$ cat src/rtl/seq_subtractor_64_pkg.sv
// Shared constants and types for the sliced 64-bit subtractor.
package seq_subtractor_64_pkg;

  localparam int WIDTH  = 64;
  localparam int SLICE  = 8;
  localparam int NSLICE = WIDTH / SLICE;
  localparam int IDX_W  = (NSLICE > 1) ? $clog2(NSLICE) : 1;

  typedef enum logic [1:0] {
    IDLE = 2'd0,
    RUN  = 2'd1,
    DONE = 2'd2
  } state_t;

endpackage

$ cat src/rtl/seq_subtractor_64_if.sv
// Request/result bundle between a requester and the sliced subtractor.
interface seq_subtractor_64_if;
  import seq_subtractor_64_pkg::*;

  logic             start;
  logic [WIDTH-1:0] a;
  logic [WIDTH-1:0] b;
  logic             bin;
  logic             ready;
  logic             done;
  logic [WIDTH-1:0] diff;
  logic             bout;
  logic             ov;

  modport master (output start, a, b, bin, input ready, done, diff, bout, ov);
  modport slave  (input start, a, b, bin, output ready, done, diff, bout, ov);

endinterface

$ cat src/rtl/seq_subtractor_64_sub_slice.sv
// Combinational SLICE_W-bit a - b - bin with borrow out.
module sub_slice #(
  parameter int SLICE_W = 8
) (
  input  logic [SLICE_W-1:0] a_i,
  input  logic [SLICE_W-1:0] b_i,
  input  logic               bin_i,
  output logic [SLICE_W-1:0] diff_o,
  output logic               bout_o
);

  logic [SLICE_W:0] res;

  // One extra bit catches the borrow: any negative result wraps into the top bit.
  assign res    = {1'b0, a_i} - {1'b0, b_i} - {{SLICE_W{1'b0}}, bin_i};
  assign diff_o = res[SLICE_W-1:0];
  assign bout_o = res[SLICE_W];

endmodule

$ cat src/rtl/seq_subtractor_64.sv
// Multi-cycle subtractor: one SLICE-bit chunk per clock, start/done handshake.
//
// state | meaning
// IDLE  | waiting for start, ready=1
// RUN   | walking slices 0..NSLICE-1 through the shared sub_slice
// DONE  | one-cycle done pulse, results valid, ready=1 for back-to-back start
module seq_subtractor_64
  import seq_subtractor_64_pkg::*;
(
  input logic               clk,
  input logic               rst,
  seq_subtractor_64_if.slave bus
);

  state_t           state_q, state_d;
  logic [WIDTH-1:0] a_q, a_d;
  logic [WIDTH-1:0] b_q, b_d;
  logic [WIDTH-1:0] wdiff_q, wdiff_d;
  logic [WIDTH-1:0] diff_q, diff_d;
  logic             borrow_q, borrow_d;
  logic             bout_q, bout_d;
  logic             ov_q, ov_d;
  logic [IDX_W-1:0] idx_q, idx_d;

  logic [SLICE-1:0] sl_a, sl_b, sl_diff;
  logic             sl_bout;

  assign sl_a = a_q[idx_q*SLICE +: SLICE];
  assign sl_b = b_q[idx_q*SLICE +: SLICE];

  sub_slice #(.SLICE_W(SLICE)) u_slice (
    .a_i    (sl_a),
    .b_i    (sl_b),
    .bin_i  (borrow_q),
    .diff_o (sl_diff),
    .bout_o (sl_bout)
  );

  assign bus.ready = (state_q != RUN);
  assign bus.done  = (state_q == DONE);
  assign bus.diff  = diff_q;
  assign bus.bout  = bout_q;
  assign bus.ov    = ov_q;

  // Next-state, operand capture, slice accumulation and result publication.
  always_comb begin
    state_d  = state_q;
    a_d      = a_q;
    b_d      = b_q;
    wdiff_d  = wdiff_q;
    diff_d   = diff_q;
    borrow_d = borrow_q;
    bout_d   = bout_q;
    ov_d     = ov_q;
    idx_d    = idx_q;
    case (state_q)
      IDLE, DONE: begin
        if (bus.start) begin
          state_d  = RUN;
          a_d      = bus.a;
          b_d      = bus.b;
          borrow_d = bus.bin;
          wdiff_d  = '0;
          idx_d    = '0;
        end else begin
          state_d = IDLE;
        end
      end
      RUN: begin
        wdiff_d[idx_q*SLICE +: SLICE] = sl_diff;
        borrow_d = sl_bout;
        idx_d    = idx_q + 1'b1;
        if (idx_q == IDX_W'(NSLICE - 1)) begin
          // Outputs move only here, so they are never seen half-written.
          state_d = DONE;
          diff_d  = wdiff_d;
          bout_d  = sl_bout;
          ov_d    = (a_q[WIDTH-1] != b_q[WIDTH-1]) && (wdiff_d[WIDTH-1] != a_q[WIDTH-1]);
        end
      end
      default: state_d = IDLE;
    endcase
  end

  // State and datapath registers; reset drops any in-flight operation.
  always_ff @(posedge clk or posedge rst) begin
    if (rst) begin
      state_q  <= IDLE;
      a_q      <= '0;
      b_q      <= '0;
      wdiff_q  <= '0;
      diff_q   <= '0;
      borrow_q <= 1'b0;
      bout_q   <= 1'b0;
      ov_q     <= 1'b0;
      idx_q    <= '0;
    end else begin
      state_q  <= state_d;
      a_q      <= a_d;
      b_q      <= b_d;
      wdiff_q  <= wdiff_d;
      diff_q   <= diff_d;
      borrow_q <= borrow_d;
      bout_q   <= bout_d;
      ov_q     <= ov_d;
      idx_q    <= idx_d;
    end
  end

endmodule

$ cat src/flat_wrapper.sv
// flat-port wrapper written by rule: the top's interface ports become plain ports
module seq_subtractor_64_flat import seq_subtractor_64_pkg::*;
  (clk, rst, bus_start, bus_a, bus_b, bus_bin, bus_ready, bus_done, bus_diff, bus_bout, bus_ov);
  seq_subtractor_64_if bus_i ();
  input logic clk;
  input logic rst;
  input wire logic [$bits(bus_i.start)-1:0] bus_start;
  input wire logic [$bits(bus_i.a)-1:0] bus_a;
  input wire logic [$bits(bus_i.b)-1:0] bus_b;
  input wire logic [$bits(bus_i.bin)-1:0] bus_bin;
  output wire logic [$bits(bus_i.ready)-1:0] bus_ready;
  output wire logic [$bits(bus_i.done)-1:0] bus_done;
  output wire logic [$bits(bus_i.diff)-1:0] bus_diff;
  output wire logic [$bits(bus_i.bout)-1:0] bus_bout;
  output wire logic [$bits(bus_i.ov)-1:0] bus_ov;
  assign bus_i.start = bus_start;
  assign bus_i.a = bus_a;
  assign bus_i.b = bus_b;
  assign bus_i.bin = bus_bin;
  assign bus_ready = bus_i.ready;
  assign bus_done = bus_i.done;
  assign bus_diff = bus_i.diff;
  assign bus_bout = bus_i.bout;
  assign bus_ov = bus_i.ov;
  seq_subtractor_64 u_core (.clk(clk), .rst(rst), .bus(bus_i));
endmodule
$ cat config.mk
export PLATFORM = sky130hd
export DESIGN_NAME = seq_subtractor_64_flat
export DESIGN_NICKNAME = d
export VERILOG_FILES = /design/src/rtl/seq_subtractor_64_pkg.sv /design/src/rtl/seq_subtractor_64_if.sv /design/src/rtl/seq_subtractor_64_sub_slice.sv /design/src/rtl/seq_subtractor_64.sv /design/src/flat_wrapper.sv
export SDC_FILE = /design/constraint.sdc
export NUM_CORES = 1
export LEC_CHECK = 0
export CORE_MARGIN = 2
export CORE_UTILIZATION = 48
export CTS_BUF_LIST = sky130_fd_sc_hd__clkbuf_16
export DETAILED_ROUTE_END_ITERATION = 16
export PLACE_DENSITY_LB_ADDON = 0.15
export SLEW_MARGIN = 10
export SYNTH_ARGS = -nofsm -noshare
export SYNTH_HDL_FRONTEND = slang
export SYNTH_SLANG_ARGS = --single-unit
$ cat constraint.sdc
create_clock -name clk -period 10.3 [get_ports clk]
set_input_delay 3.09 -clock clk [delete_from_list [all_inputs] [get_ports clk]]
set_output_delay 3.09 -clock clk [all_outputs]
set_load 0.02 [all_outputs]
==> metrics <==
share of cell area taken by muxes after synthesis=0.0678; average cell area after synthesis=roughly 9.2 sq um; R2R depth=13; crit path launch=u_core.state_q[0]; deepest level of the CTS H-tree=1; Hold Crit Class=register to register; gate count of the mapped netlist=1314; layout overhead on the synthesized area=24.7%; Synth async-reset ratio=1.00; hold buffer count at CTS=0; total via count in the routed design=9669; Congestion Overflow GR=0; postcts setup bufs=0; Top FF cell, synth=dfrtp_1; flip-flop and latch count after synthesis=~260; post-layout net count=1619; Vert. Die Dim=163 um; post-synthesis share of cell area spent on full adders, half adders and majority gates=0.0199; initial drt markers=approximately 790; headroom to the max-slew limit=0.190; Worst R2R End=u_core.bus.diff[63]; initial cell density of the core=0.485; run status=completed; final RePlAce weighted congestion=about 0.85; antenna violations before repair=1; post_cts resized=0; num rows=58; worst setup slack before clock tree synthesis=4.65 ns; aggregate negative setup slack=0 ns; I/O pin cnt=200; period utilization=0.546; commonest cells after routing, fill and taps aside=487 x nand2_1, 262 x dfrtp_1, 199 x clkdlybuf4s50_1; Routed wire per std cell=between 15 and 20 um; CTS Buf Count=28; number of warning messages in the yosys log=0; number of enable flip-flop cells after synthesis=0; final number of hold-violating endpoints=0; number of clock sinks seen by CTS=264; worst setup slack after layout=4.68 ns; required time of the critical path=7.21 ns; maximum operating frequency=approximately 180 MHz; number of distinct standard cells referenced by the synthesized netlist=57; crit path capture=bus_ready; most frequent standard cell in the layout excluding fill and tap cells=nand2_1; DRT Pass-1 Iters=6; global routing usage summed across all routing layers=0.234; reg-to-reg critical path startpoint=u_core.idx_q[0]; largest fanout on the critical path=14; Worst R2R Setup Slack=around 5.5 ns; RSZ-0062 raised after global routing=false; wire length of the first global-routing pass=49.5 mm; compound-cell area share of the yosys netlist=0.0961; startpoint of the lowest-slack hold path=u_core.a_q[61]; number of violations of the max-capacitance limit=0; DP HPWL=around 20 mm; placeable core region=between 20000 and 25000 sq um; IO Port Bufs=199; critical path arrival=2.53 ns; number of vias per cell=roughly 5.3; Clk Latency, worst-skew pair=0.54 ns; netlist area before placement=between 10000 and 15000 sq um; XOR/XNOR share of the synthesized area=0.00486; Placed Instances=1769; final core occ=0.605; die area=about 26000 sq um; time the final worst path needs with I/O delays and setup=5.62 ns; Final ANT Viol Nets=0; Clock Path Buffers=3; Root Buffer Master=clkbuf_16; final non-filler cell total=1821; number of nets produced by synthesis=1464; layout cell share with drive strength beyond 1=0.0637; Post-Route Skew=approximately 0.011 ns; dominant combinational cell family by area after synthesis=simple AND/OR/NAND/NOR gates; Final Slew Violations=0; area fraction in and, or, nand and nor cells after synthesis=0.230; Residual DRC=0; largest net degree at the start of global routing=136; clock tree from TritonCTS=yes; Clock Pin Slew Worst Setup and Hold Paths=0.06 ns; number of global-route vias before repair=9377; endpoint kind of the worst setup timing path=output pin; element type at the critical path start=register; share of the yosys chip area belonging to registers=0.546; transition at the pin with the smallest max-transition slack=1.22 ns; width of the chip=163 um; Antenna Cells=0; routed wire length=around 30 mm; Finish-stage setup viols=0; startpoint-to-endpoint class of the critical path=register to output pin
registers in the layout (all words and copies together), names as in the netlist:
name and flops:
u_core.idx_q 3, u_core.state_q 2, u_core.wdiff_q 64, u_core.bus.ov 1, u_core.b_q 64, u_core.bus.bout 1
u_core.bus.diff 64, u_core.a_q 64, u_core.borrow_q 1
cell type report:
class / instances / area, sq um
Multi-Input combinational cell: 945 / 5090
Tap cell: 330 / 413
Sequential cell: 264 / 6610
Clock buffer: 29 / 726
Clock inverter: 23 / 97.6
Inverter: 22 / 86.3
Timing Repair Buffer: 208 / 2070
Fill cell: 2173 / 9870
critical path: stages, from the launching register on:
cell             delay [ns]
dfrtp_1                0.45
and2b_1                0.60
inv_1                  0.33
clkdlybuf4s50_1        0.62
synth_stat cells (3+ instances only):
| master | number | share of area |
|---|---|---|
| dfrtp_1 | 264 | 0.55 |
| nand2_1 | 488 | 0.15 |
| nand3_1 | 79 | 0.033 |
| ha_1 | 16 | 0.017 |
| buf_1 | 7 | 0.0022 |
| and3_1 | 13 | 0.0067 |
| o21ai_0 | 82 | 0.034 |
| clkbuf_1 | 63 | 0.020 |
| nor2b_1 | 5 | 0.0026 |
| nor2_1 | 58 | 0.018 |
| nand2b_1 | 5 | 0.0026 |
| buf_2 | 7 | 0.0029 |
| a21oi_1 | 48 | 0.020 |
| o31ai_1 | 6 | 0.0037 |
| buf_4 | 5 | 0.0031 |
| a22oi_1 | 10 | 0.0062 |
| o21ai_1 | 20 | 0.0083 |
| a31oi_1 | 13 | 0.0067 |
| mux4_2 | 30 | 0.056 |
| nand3b_1 | 3 | 0.0019 |
| o211ai_1 | 4 | 0.0025 |
| xor2_1 | 3 | 0.0022 |
| inv_1 | 21 | 0.0065 |
| nor3_1 | 12 | 0.0050 |
| mux2i_1 | 13 | 0.011 |
kinds of logic after synthesis:
| family | count (synthesis) |
|---|---|
| buf+inv | 105 |
| mux | 44 |
| xor+xnor | 5 |
| fa+ha+maj | 18 |
| compound gates | 202 |
| flops | 264 |
| simple gates | 676 |
per-layer routing:
metal,up-vias,part of all wire,track usage
li1,4702,-,-
met5,-,0.00033,0
met1,4613,0.44,0.329
met3,42,0.062,0.0377
met4,2,0.019,0.0507
met2,310,0.47,0.386
worst min-delay path by stage:
stage	slack, ns	cells past startpoint	to
after floorplan	0.44	2	u_core.a_q[16]
after global placement	0.45	2	u_core.a_q[19]
after detailed placement	0.46	2	u_core.a_q[31]
after CTS	0.47	2	u_core.a_q[31]
after global routing	0.49	2	u_core.a_q[61]
final	0.46	2	u_core.a_q[61]
per-stage QoR:
| step | hold WS, ns | instance area (sq um) |
|---|---|---|
| global placement | 0.453 | 14300 |
| floorplan | 0.440 | 12100 |
| CTS | 0.472 | 15100 |
| finish | 0.465 | 15100 |
| detailed placement | 0.457 | 14300 |
| global route | 0.494 | 15100 |
Power is not shown: default switching activity piles up to over one toggle a cycle in this logic, so the estimate is an artifact.
